$ cat src/rtl/inv_cast_if.sv
// Stream bundle for inv_cast: block exponent, block integer and reconstructed double.
// The slave modport is the converter side, the master modport is the environment side.
interface inv_cast_if;
  logic [10:0] s_ex_data;
  logic        s_ex_valid;
  logic        s_ex_ready;
  logic [63:0] s_int_data;
  logic        s_int_valid;
  logic        s_int_ready;
  logic [63:0] m_fp_data;
  logic        m_fp_valid;
  logic        m_fp_ready;

  modport slave (
    input  s_ex_data, s_ex_valid, s_int_data, s_int_valid, m_fp_ready,
    output s_ex_ready, s_int_ready, m_fp_data, m_fp_valid
  );

  modport master (
    output s_ex_data, s_ex_valid, s_int_data, s_int_valid, m_fp_ready,
    input  s_ex_ready, s_int_ready, m_fp_data, m_fp_valid
  );
endinterface

$ cat src/rtl/inv_cast.sv
// Block-floating-point to IEEE-754 double converter: value = c * 2^(E-1085),
// one value per cycle, truncating, flush-to-zero and saturate-to-infinity.
module inv_cast #(
  parameter int unsigned BLOCK_LEN = 4
) (
  input  logic         clk,
  input  logic         reset,
  inv_cast_if.slave    bus
);
  localparam int unsigned CW       = (BLOCK_LEN > 1) ? $clog2(BLOCK_LEN) : 1;
  localparam int unsigned FRAC_W   = 52;
  localparam int unsigned EXP_W    = 11;
  localparam int unsigned XW       = 14;

  logic [CW-1:0]        count;
  logic                 sync;
  logic                 last;

  logic                 sign;
  logic [63:0]          mag;
  logic [5:0]           lead;
  logic signed [XW-1:0] x;
  logic [FRAC_W-1:0]    fraction;
  logic [63:0]          packed_fp;

  // Handshake: the exponent is only acknowledged on the last value of a block.
  assign sync = bus.s_ex_valid && bus.s_int_valid && (!bus.m_fp_valid || bus.m_fp_ready);
  assign last = (BLOCK_LEN == 1) || (count == CW'(BLOCK_LEN - 1));
  assign bus.s_int_ready = sync;
  assign bus.s_ex_ready  = sync && last;

  // Magnitude, leading-one position and IEEE packing.
  always_comb begin
    sign      = bus.s_int_data[63];
    mag       = sign ? (~bus.s_int_data + 64'd1) : bus.s_int_data;
    lead      = 6'd0;
    for (int i = 0; i < 64; i++) begin
      if (mag[i]) lead = 6'(i);
    end
    x         = $signed({8'd0, lead}) + $signed({3'd0, bus.s_ex_data}) - 14'sd62;
    // Normalise so the leading one sits at bit 63; the 52 bits below it are the fraction.
    fraction  = FRAC_W'((mag << (6'd63 - lead)) >> 11);
    packed_fp = 64'd0;
    if (mag == 64'd0) begin
      packed_fp = 64'd0;
    end else if (x <= 14'sd0) begin
      packed_fp = {sign, 63'd0};
    end else if (x >= 14'sd2047) begin
      packed_fp = {sign, {EXP_W{1'b1}}, {FRAC_W{1'b0}}};
    end else begin
      packed_fp = {sign, x[EXP_W-1:0], fraction};
    end
  end

  // Block index and single-stage output register.
  always_ff @(posedge clk or negedge reset) begin
    if (!reset) begin
      count          <= '0;
      bus.m_fp_valid <= 1'b0;
      bus.m_fp_data  <= 64'd0;
    end else begin
      if (sync) begin
        count          <= last ? '0 : count + CW'(1);
        bus.m_fp_data  <= packed_fp;
        bus.m_fp_valid <= 1'b1;
      end else if (bus.m_fp_ready) begin
        bus.m_fp_valid <= 1'b0;
      end
    end
  end
endmodule

$ cat src/flat_wrapper.sv
// flat-port wrapper written by rule: the top's interface ports become plain ports
module inv_cast_flat 
#(
  parameter int unsigned BLOCK_LEN = 4
)
  (clk, reset, bus_s_ex_data, bus_s_ex_valid, bus_s_int_data, bus_s_int_valid, bus_m_fp_ready, bus_s_ex_ready, bus_s_int_ready, bus_m_fp_data, bus_m_fp_valid);
  inv_cast_if bus_i ();
  input  logic clk;
  input  logic reset;
  input wire logic [$bits(bus_i.s_ex_data)-1:0] bus_s_ex_data;
  input wire logic [$bits(bus_i.s_ex_valid)-1:0] bus_s_ex_valid;
  input wire logic [$bits(bus_i.s_int_data)-1:0] bus_s_int_data;
  input wire logic [$bits(bus_i.s_int_valid)-1:0] bus_s_int_valid;
  input wire logic [$bits(bus_i.m_fp_ready)-1:0] bus_m_fp_ready;
  output wire logic [$bits(bus_i.s_ex_ready)-1:0] bus_s_ex_ready;
  output wire logic [$bits(bus_i.s_int_ready)-1:0] bus_s_int_ready;
  output wire logic [$bits(bus_i.m_fp_data)-1:0] bus_m_fp_data;
  output wire logic [$bits(bus_i.m_fp_valid)-1:0] bus_m_fp_valid;
  assign bus_i.s_ex_data = bus_s_ex_data;
  assign bus_i.s_ex_valid = bus_s_ex_valid;
  assign bus_i.s_int_data = bus_s_int_data;
  assign bus_i.s_int_valid = bus_s_int_valid;
  assign bus_i.m_fp_ready = bus_m_fp_ready;
  assign bus_s_ex_ready = bus_i.s_ex_ready;
  assign bus_s_int_ready = bus_i.s_int_ready;
  assign bus_m_fp_data = bus_i.m_fp_data;
  assign bus_m_fp_valid = bus_i.m_fp_valid;
  inv_cast #(.BLOCK_LEN(BLOCK_LEN)) u_core (.clk(clk), .reset(reset), .bus(bus_i));
endmodule
$ cat config.mk
export PLATFORM = sky130hd
export DESIGN_NAME = inv_cast_flat
export DESIGN_NICKNAME = d
export VERILOG_FILES = /design/src/rtl/inv_cast_if.sv /design/src/rtl/inv_cast.sv /design/src/flat_wrapper.sv
export SDC_FILE = /design/constraint.sdc
export NUM_CORES = 1
export LEC_CHECK = 0
export CAP_MARGIN = 25
export CORE_UTILIZATION = 30
export CTS_CLUSTER_SIZE = 10
export DETAILED_ROUTE_END_ITERATION = 8
export MAX_ROUTING_LAYER = met4
export REMOVE_ABC_BUFFERS = 1
export SETUP_SLACK_MARGIN = 0.3
export SYNTH_ARGS = -nofsm -noshare
export SYNTH_HDL_FRONTEND = slang
export SYNTH_SLANG_ARGS = --single-unit
$ cat constraint.sdc
create_clock -name clk -period 5.28 [get_ports clk]
set_input_delay 1.32 -clock clk [delete_from_list [all_inputs] [get_ports clk]]
set_output_delay 1.32 -clock clk [all_outputs]
set_load 0.1 [all_outputs]
== Yosys cells after proc, flatten, opt, wreduce, memory -nomap -nowiden ==
Cells that the tools add are included.
Operators by class
  $add $sub $neg: 5
  equality and inequality tests: 1
  reduce and logical (&&, ||, !) cells: 7
  bitwise logic cells: 1
  shift operators: 1
  $lt $le $gt $ge: 2
  mux-type cells: 70
Operators with widths (count)
  2-to-1 mux 6 bit: 62
  2-to-1 mux 64 bit: 2
  2-to-1 mux 63 bit: 2
  adder 64 x 1 -> 64 bit (second input constant): 1
  zero test 64 bit: 1
  NOT 64 bit: 1
  left shift 64 x 6 -> 63 bit: 1
  greater-or-equal comparator 14 x 12 -> 1 bit (second input constant): 1
  less-or-equal comparator 14 x 1 -> 1 bit (second input constant): 1
  subtractor 14 x 7 -> 14 bit (second input constant): 1
  adder 6 x 11 -> 12 bit: 1
  subtractor 6 bit (first input constant): 1
  logical AND 1 bit: 3
  2-to-1 mux 1 bit: 3
  adder 2 x 1 -> 2 bit (second input constant): 1
  equality test 2 bit (second input constant): 1
  2-to-1 mux 2 bit: 1
  nonzero test 2 bit: 1
  zero test 1 bit: 1
  logical OR 1 bit: 1
Word-level totals
  register bits: 67
  logic and storage cells: 90
  bits of input ports: 80
  output and inout port bits: 67

== Logic depth before layout (Yosys ltp) ==
Gate-level depths: netlist (run 1).
  depth after elaboration: 72
  depth in mapped cells: 37
  gate-level depth less buffers: 30

== Least setup slack after synthesis (run 1) ==
OpenSTA, ideal clock, no wires.
  path type: input -> register
  start: input bus_s_int_data[0]
  end: register u_core.bus.m_fp_data[37]
  path slack: -3616 ps
  library setup time: 66 ps
  data required time: 5214 ps
  path buffers: 5
  arrival time: 8829 ps
  stages: 32
  path through: clkbuf_1 inv_1 ha_1 or4b_1 nor4_2 buf_4 nand3_1 or4_1 o21ai_0 a32o_2 o311a_1 nand4_1 nand2_2 buf_1 clkbuf_1 ha_1 a21o_1 a21o_1 a211oi_1 nor2_1 or3_1 clkbuf_1 nor3_1 nor4b_1 a21boi_0 a2111oi_1 and3_1 inv_2 nor3_1 inv_2 o221ai_1 a221o_1
Between the ends
  word-level cells in the longest chain between the ends: 72
  elaborated cells between the ends (all ways): 76
  classes of those cells: 4 x add/sub; 2 x order compare; 1 x shift; 67 x mux; 1 x bitwise; 1 x reduce/logical
RTL lines
  from (decl): line flat_wrapper.sv:12  | input wire logic [$bits(bus_i.s_int_data)-1:0] bus_s_int_data;
  NOT 64 bit: line inv_cast.sv:35  | mag = sign ? (~bus.s_int_data + 64'd1) : bus.s_int_data;
  adder 64 x 1 -> 64 bit: line inv_cast.sv:35
  2-to-1 mux 64 bit (*): line inv_cast.sv:35
  2-to-1 mux 1 bit: line inv_cast.sv:38  | if (mag[i]) lead = 6'(i);
  2-to-1 mux 6 bit (62 in a row): line inv_cast.sv:38
  adder 6 x 11 -> 12 bit: line inv_cast.sv:40  | x = $signed({8'd0, lead}) + $signed({3'd0, bus.s_ex_data}) - 14'sd62;
  subtractor 14 x 7 -> 14 bit: line inv_cast.sv:40
  greater-or-equal comparator 14 x 12 -> 1 bit: line inv_cast.sv:48  | end else if (x >= 14'sd2047) begin
  2-to-1 mux 63 bit: line inv_cast.sv:48
  2-to-1 mux 63 bit: line inv_cast.sv:46  | end else if (x <= 14'sd0) begin
  2-to-1 mux 64 bit (*): line inv_cast.sv:44  | if (mag == 64'd0) begin
  to (signal assigned): line inv_cast.sv:64  | bus.m_fp_data <= packed_fp;
  to (decl): line inv_cast_if.sv:16  | output s_ex_ready, s_int_ready, m_fp_data, m_fp_valid
Every way passes the cells marked *; elsewhere a longest branch is shown, timed or not.
A chain may end at the register's enable or synchronous reset.

== Worst setup path after layout (run 1) ==
  start: input bus_s_int_data[33]
  end: register u_core.bus.m_fp_data[23]
Between the ends
  word-level cells in the longest chain between the ends: 40
  elaborated cells between the ends (all ways): 44
  classes of those cells: 4 x add/sub; 2 x order compare; 1 x shift; 35 x mux; 1 x bitwise; 1 x reduce/logical
RTL lines (line)
  NOT 64 bit: inv_cast.sv:35
  adder 64 x 1 -> 64 bit: inv_cast.sv:35
  2-to-1 mux 64 bit (*): inv_cast.sv:35
  2-to-1 mux 6 bit (31 in a row): inv_cast.sv:38
  adder 6 x 11 -> 12 bit: inv_cast.sv:40
  subtractor 14 x 7 -> 14 bit: inv_cast.sv:40
  greater-or-equal comparator 14 x 12 -> 1 bit: inv_cast.sv:48
  2-to-1 mux 63 bit: inv_cast.sv:48
  2-to-1 mux 63 bit: inv_cast.sv:46
  2-to-1 mux 64 bit (*): inv_cast.sv:44
Marked as above.

==> results of run 1 <==
[what timing repair did]
action,4_1_cts,5_1_grt
buffers inserted,77,41
gates cloned,3,1
pin swaps,104,94
resized for setup,358,170
setup endpoints to repair,64,64
[cell families (layout without fill, tap and decap cells)]
group                    after synthesis  after routing  share of synthesized area [%]
AND/OR/NAND/NOR                      521            521                           24.1
AO/OA/AOI/OAI                        485            485                           31.2
multiplexers                         168            168                           16.0
buffers and inverters                155            897                           5.99
XOR/XNOR                              86             86                           6.74
flip-flops                            67             67                           14.7
adder cells (fa/ha/maj)               11             11                           1.27
[power by group]
group | internal (mW) | switching, mW | total (mW) | leakage [nW]
combinational | 1.48 | 2.46 | 3.94 | 7.83
sequential | 0.666 | 0.112 | 0.779 | 0.829
clock | 0.325 | 0.232 | 0.557 | 0.130
total | 2.47 | 2.81 | 5.28 | 8.79
[registers in the layout, indices dropped and copies added (netlist names)]
register and flops:
u_core.bus.m_fp_valid 1, u_core.bus.m_fp_data 64, u_core.count 2
[synth_stat cells, types with 12 or more instances]
cell        n
a211oi_1   27
a21o_1     12
a21oi_1    70
a22o_1     17
a22oi_1    20
a31oi_1    21
and2_1     12
and3_1     12
buf_2      28
clkbuf_1   78
dfrtp_1    67
inv_1      21
mux2_2     41
mux2i_1   119
nand2_1   132
nand2b_1   12
nand3_1    40
nand4_1    28
nor2_1    109
nor3_1     56
nor4_1     25
o211ai_1   27
o21a_1     15
o21ai_0    71
o22ai_1    21
o31ai_1    22
or3_1      15
or4_1      15
xnor2_1    43
xor2_1     41
[metal layers]
layer  track usage [%]  part of all wire, %  vias to the layer above
met4              8.84                  3.6                        0
li1                  -                    -                     7295
met5                 -                    0                        -
met1              34.5                   42                     7573
met2              48.1                   48                      639
met3              3.58                  6.1                      138
[worst reg2reg max path: cells and delay by family (launching register included)]
kind	cells	cell delay (ns)
AO/OA/AOI/OAI	4	0.70
buffers and inverters	5	0.59
flip-flops	1	0.37
AND/OR/NAND/NOR	4	0.56
[per-stage QoR]
step / cell area, µm² / worst slack [ns] / hold WS, ns
2_1_floorplan: 10800 / -6.01 / 0.450
3_3_place_gp: 17500 / -3.28 / 0.455
3_5_place_dp: 17500 / -3.44 / 0.467
4_1_cts: 19500 / -2.16 / 0.479
5_1_grt: 20700 / -2.55 / 0.499
6_report: 20700 / -2.32 / 0.477
[final timing paths]
check                                      endpoint                      from  cells past startpoint
setup reg to reg           u_core.bus.m_fp_data[37]     u_core.bus.m_fp_valid                     13
hold reg to reg            u_core.bus.m_fp_data[60]  u_core.bus.m_fp_data[60]                      2
min in group asynchronous     u_core.bus.m_fp_valid                     reset                      1
max in group asynchronous  u_core.bus.m_fp_data[41]                     reset                      2
setup / recovery           u_core.bus.m_fp_data[23]        bus_s_int_data[33]                     34
hold / removal             u_core.bus.m_fp_data[60]  u_core.bus.m_fp_data[60]                      2
[cell type report]
type	instances	area, µm²	share of cell area, %
Timing Repair Buffer	853	7210	34.9
Inverter	29	124	0.599
Clock inverter	5	30.0	0.145
Sequential cell	67	1680	8.11
Multi-Input combinational cell	1271	10800	52.0
Clock buffer	10	239	1.16
Tap cell	511	639	3.09
==> metrics.md, run 1 <==
| Metric | Value |
|---|---|
| Area leader, netlist | `dfrtp_1` |
| Failing checks | `negative setup slack` |
| Number of I/O pins | `147` |
| Initial antenna violation count | `0` |
| TritonRoute pass-1 iters | `5` |
| Peak Freq | `132 MHz` |
| Via Count | `15600` |
| Syn Std Cell Area | `11400 µm²` |
| Final setup TNS | `-128.43 ns` |
| Diodes inserted | `0` |
| Avg Inst Size Synth | `7.64 µm²` |
| Critical Path End Type | `register` |
| TritonCTS clock tree | `done` |
| Post-synthesis register bit count | `67` |
| Sequential-to-total area share from yosys stat | `14.7%` |
| Total Die Area | `38800 µm²` |
| Hold_buf cts | `0` |
| Status | `complete, but fails checks` |
| Max_cap viols | `0` |
| Crit-path max FO | `5` |
| Row count | `between 70 and 80` |
| Commonest non-fill, non-tap cell in the layout | `buf_4` |
| Worst-Margin Slew | `1.04 ns` |
| Root buf cell | `clkbuf_16` |
| Synth warnings | `0` |
| Clk_lat worst skew | `0.34 ns` |
| Final min period | `7.60 ns` |
| DRC errors left | `0` |
| Most frequent cells in the layout | `buf_4 (621), nand2_1 (121), mux2i_1 (116)` |
| Crit-path max cell delay | `0.54 ns` |
| Syn-to-layout area delta | `81.4%` |
| Avg WL per Cell | `20.1 µm` |
| Synth area leaders | `dfrtp_1 (15%), mux2i_1 (10%), nand2_1 (4.3%)` |
| WP data required | `5.56 ns` |
| Arrival time worst endpoint | `around 8 ns` |
| WS Path Type | `in -> reg` |
| Worst VDD drop | `a little over 0.2 mV` |
| Global-route wire length before repair | `84800 µm` |
| Routed vias/inst | `around 5.7` |
| IO buf count | `approximately 150` |
| Pins over their slew limit | `0` |
| Placed insts | `around 2600` |
| Final WL | `55300 µm` |
| Clock transition at path regs | `0.06 ns` |
| Maximum clock insertion buffer count | `2` |
| Leak Pwr | `8.79 nW` |
| Synth async-reset ratio | `between 90% and 100%` |
| Fin. Hold Viols | `0` |
| Headroom to the max-slew limit | `30.5%` |
| Fin crit share | `144%` |
| Die height | `197 µm` |
| Core area | `about 37000 µm²` |
| Critical Path Slowest Stage Cell | `or4_4` |
| Worst Hold Class | `reg -> reg` |
| Cell family with most CP delay | `simple AND/OR/NAND/NOR gates` |
| Starting Density | `30.4%` |
| Mapped Cells | `approximately 1500` |
| Remaining antenna violation count | `0` |
| Yosys top cell area share | `14.7%` |
| Netlist cell types | `103` |
| Number of global-route vias before repair | `15400` |
| Nets | `2322` |
| H-tree depth | `3` |
| GRT Resource Usage Total | `28.2%` |
| Largest net degree at the start of global routing | `73` |
| Final core occ | `between 50 and 60%` |
| WP buf/inv | `8` |
| Number of buffers created by CTS | `9` |
| Gr ovfl total | `0` |
| Top_reg_cell synth | `dfrtp_1` |
| PwrDens | `255 nW/µm²` |
| Final setup margin | `-2.32 ns` |
| Final Non-Filler Cells | `2746` |
| Clock Skews | `0.00646 ns` |
| Setup-failing EPs final | `63` |
| Final HPWL DP | `between 40000 and 50000 µm` |
| Worst Setup Start Kind | `primary input` |
| GP Congestion | `just over 1` |
| RSZ-0062 raised after global routing | `true` |
| DR iter-0 viols | `1197` |
| Die Wd | `197 µm` |
| Share of layout cells above drive strength 1 | `48.6%` |
| Final Power | `~5.3 mW` |
| R2R Setup Slk | `3.00 ns` |
| Fillcell total | `3443` |
| Post-synth EDFFs | `0` |
| CTS sink count | `67` |
(Power assumes the default switching activity.)
==> run 2: changes to the inputs <==
--- a/config.mk
+++ b/config.mk
@@ -12,6 +12,7 @@
 export MAX_ROUTING_LAYER = met4
 export REMOVE_ABC_BUFFERS = 1
 export SETUP_SLACK_MARGIN = 0.3
+export SKIP_CTS_REPAIR_TIMING = 1
 export SYNTH_ARGS = -nofsm -noshare
 export SYNTH_HDL_FRONTEND = slang
 export SYNTH_SLANG_ARGS = --single-unit
==> run 2 against run 1 <==
The run still ends with negative setup slack left. Global-route usage is 1.5 points lower. Non-clock buffer count fell by 56. Die area unchanged. Setup slack got worse by 0.15 ns. Sequential power barely moved. Critical path depth rose by 3. Register-to-register slack about the same. Clock skew about the same. Sequential cell count unchanged. Clock power is 0.7% lower. Maximum frequency is 1.9% lower. Sequential share of layout area is 0.39 points higher. Critical endpoint is now u_core.bus.m_fp_data[41]. Largest power group unchanged.
==> metrics.md, run 2 (same netlist as run 1, synthesis figures left out) <==
| Metric | Value |
|---|---|
| H-tree depth | `3` |
| Crit-path max cell delay | `0.53 ns` |
| Avg WL per Cell | `20.0 µm` |
| Hold Crit Start | `u_core.bus.m_fp_data[60]` |
| Clock Skews | `between 0.006 and 0.007 ns` |
| Number of buffers created by CTS | `9` |
| Multi-input gate area | `10300 µm²` |
| Arrival time worst endpoint | `~8.0 ns` |
| DRC errors left | `0` |
| RSZ-0062 raised after global routing | `true` |
| Commonest non-fill, non-tap cell in the layout | `buf_4` |
| Setup WS pre-CTS | `-3.44 ns` |
| Leak Pwr | `~8.6 nW` |
| WP data required | `5.49 ns` |
| Status | `complete, but fails checks` |
| Diodes inserted | `0` |
| Crit-path max FO | `4` |
| Worst VDD drop | `0.202 mV` |
| RR Endpoint | `u_core.bus.m_fp_data[51]` |
| Core area | `about 37000 µm²` |
| CTS sink count | `67` |
| Global-route wire length before repair | `80200 µm` |
| Gr ovfl total | `0` |
| Largest register FFs | `between 60 and 70` |
| Starting Density | `30.4%` |
| Number of I/O pins | `147` |
| Die Wd | `197 µm` |
| Max_cap viols | `0` |
| WS Path Type | `in -> reg` |
| Via Count | `about 15000` |
| Final setup margin | `-2.47 ns` |
| Top Registers | `u_core.bus.m_fp_data: 64 flops, u_core.count: 2 flops, u_core.bus.m_fp_valid: 1 flops` |
| Maximum clock insertion buffer count | `2` |
| Nets | `2266` |
| Fin. Hold Viols | `0` |
| Final min period | `7.75 ns` |
| Final WL | `about 54000 µm` |
| Critical Path End Type | `register` |
| Most flops, register | `u_core.bus.m_fp_data` |
| Syn-to-layout area delta | `73.1%` |
| Origin of the critical flop-to-flop path | `u_core.bus.m_fp_valid` |
| Critical Path Most Common Cell | `buf_4` |
| Reg area | `1680 µm²` |
| Reg2reg path depth | `12` |
| Share of layout cells above drive strength 1 | `44.2%` |
| WHS Path Cells | `2` |
| Critical Path Slowest Stage Cell | `or4_4` |
| R2R Setup Slk | `2.99 ns` |
| Fin crit share | `147%` |
| Largest net degree at the start of global routing | `73` |
| Final HPWL DP | `41500 µm` |
| Most frequent cells in the layout | `buf_4 (598), nand2_1 (122), mux2i_1 (117)` |
| Worst Setup Start Kind | `primary input` |
| Clock transition at path regs | `0.05 ns` |
| Die height | `197 µm` |
| Headroom to the max-slew limit | `31.1%` |
| Routed vias/inst | `5.70` |
| IO buf count | `146` |
| Initial antenna violation count | `0` |
| Post-route cell area | `19700 µm²` |
| PwrDens | `261 nW/µm²` |
| TritonCTS clock tree | `done` |
| Failing checks | `negative setup slack` |
| Worst Hold Class | `reg -> reg` |
| Setup-failing EPs final | `63` |
| Total Die Area | `38800 µm²` |
| Row count | `around 70` |
| Final core occ | `52.6%` |
| GRT Resource Usage Total | `26.8%` |
| Clk_lat worst skew | `around 0.34 ns` |
| Root buf cell | `clkbuf_16` |
| Fillcell total | `around 3600` |
| Number of global-route vias before repair | `between 10000 and 15000` |
| Peak Freq | `129 MHz` |
| Remaining antenna violation count | `0` |
| TritonRoute pass-1 iters | `5` |
| Worst Hold Endpoint | `u_core.bus.m_fp_data[60]` |
| Post-Place Cell Area | `17500 µm²` |
| DR iter-0 viols | `approximately 1100` |
| Pins over their slew limit | `0` |
| GP Congestion | `1.01` |
| Worst-Margin Slew | `1.03 ns` |
-- run 2: changes by cell type in the layout (fill, tap and decap cells not counted), sizes merged --
| cell | before | now |
|---|---|---|
| clkbuf | 14 | 17 |
| dlymetal6s2s | 2 | 28 |
| clkdlybuf4s15 | 7 | 0 |
| dlygate4sd2 | 7 | 0 |
| clkdlybuf4s50 | 107 | 106 |
| bufbuf | 1 | 0 |
| buf | 725 | 656 |
-- run 2: worst max path at each step --
stage                                  start                       end  slack, ns  cells after the start
after floorplan            bus_s_int_data[1]   u_core.bus.m_fp_data[8]      -6.01                     28
after global placement    bus_s_int_data[11]  u_core.bus.m_fp_data[38]      -3.28                     34
after detailed placement  bus_s_int_data[11]  u_core.bus.m_fp_data[38]      -3.44                     34
after CTS                 bus_s_int_data[11]  u_core.bus.m_fp_data[38]      -3.12                     34
after global routing       bus_s_int_data[2]  u_core.bus.m_fp_data[38]      -2.72                     36
final                     bus_s_int_data[15]  u_core.bus.m_fp_data[41]      -2.47                     37
-- run 2: area by class of cell --
class	instances	area share, %
Sequential cell	67	8.50
Multi-Input combinational cell	1271	52.2
Tap cell	511	3.24
Clock buffer	10	1.21
Clock inverter	5	0.152
Timing Repair Buffer	797	34.1
Inverter	29	0.602
-- run 2: layer usage --
| metal | global-route usage [%] | wire length [µm] | up-vias |
|---|---|---|---|
| met5 | - | 0 | - |
| li1 | - | - | 7170 |
| met4 | 7.38 | 1480 | 0 |
| met3 | 3.42 | 3450 | 102 |
| met1 | 33.5 | 22600 | 7462 |
| met2 | 45.1 | 26300 | 609 |
-- run 2: critical path, delay by kind of cell --
kind | cells | cell delay, ns
and+or+nand+nor | 14 | 2.57
buffers and inverters | 13 | 1.84
adders and majority gates | 2 | 0.37
AOI/OAI and AO/OA | 8 | 1.85
-- run 2: through the flow --
| stage | hold WS, ns | setup TNS [ns] | total power, mW | instances |
|---|---|---|---|---|
| after CTS | 0.479 | -173.10 | 4.96 | 2624 |
| after global placement | 0.455 | -183.85 | 4.38 | 2609 |
| after floorplan | 0.450 | -341.98 | 2.92 | 1367 |
| after detailed placement | 0.467 | -192.58 | 4.39 | 2609 |
| final | 0.476 | -138.80 | 5.16 | 2690 |
| after global routing | 0.498 | -153.38 | 5.38 | 2690 |
-- run 2: power breakdown --
part	leakage, nW	internal [mW]	switching, mW	total, mW
registers	0.829	0.666	0.110	0.777
logic	7.69	1.42	2.41	3.83
clock network	0.130	0.325	0.228	0.553
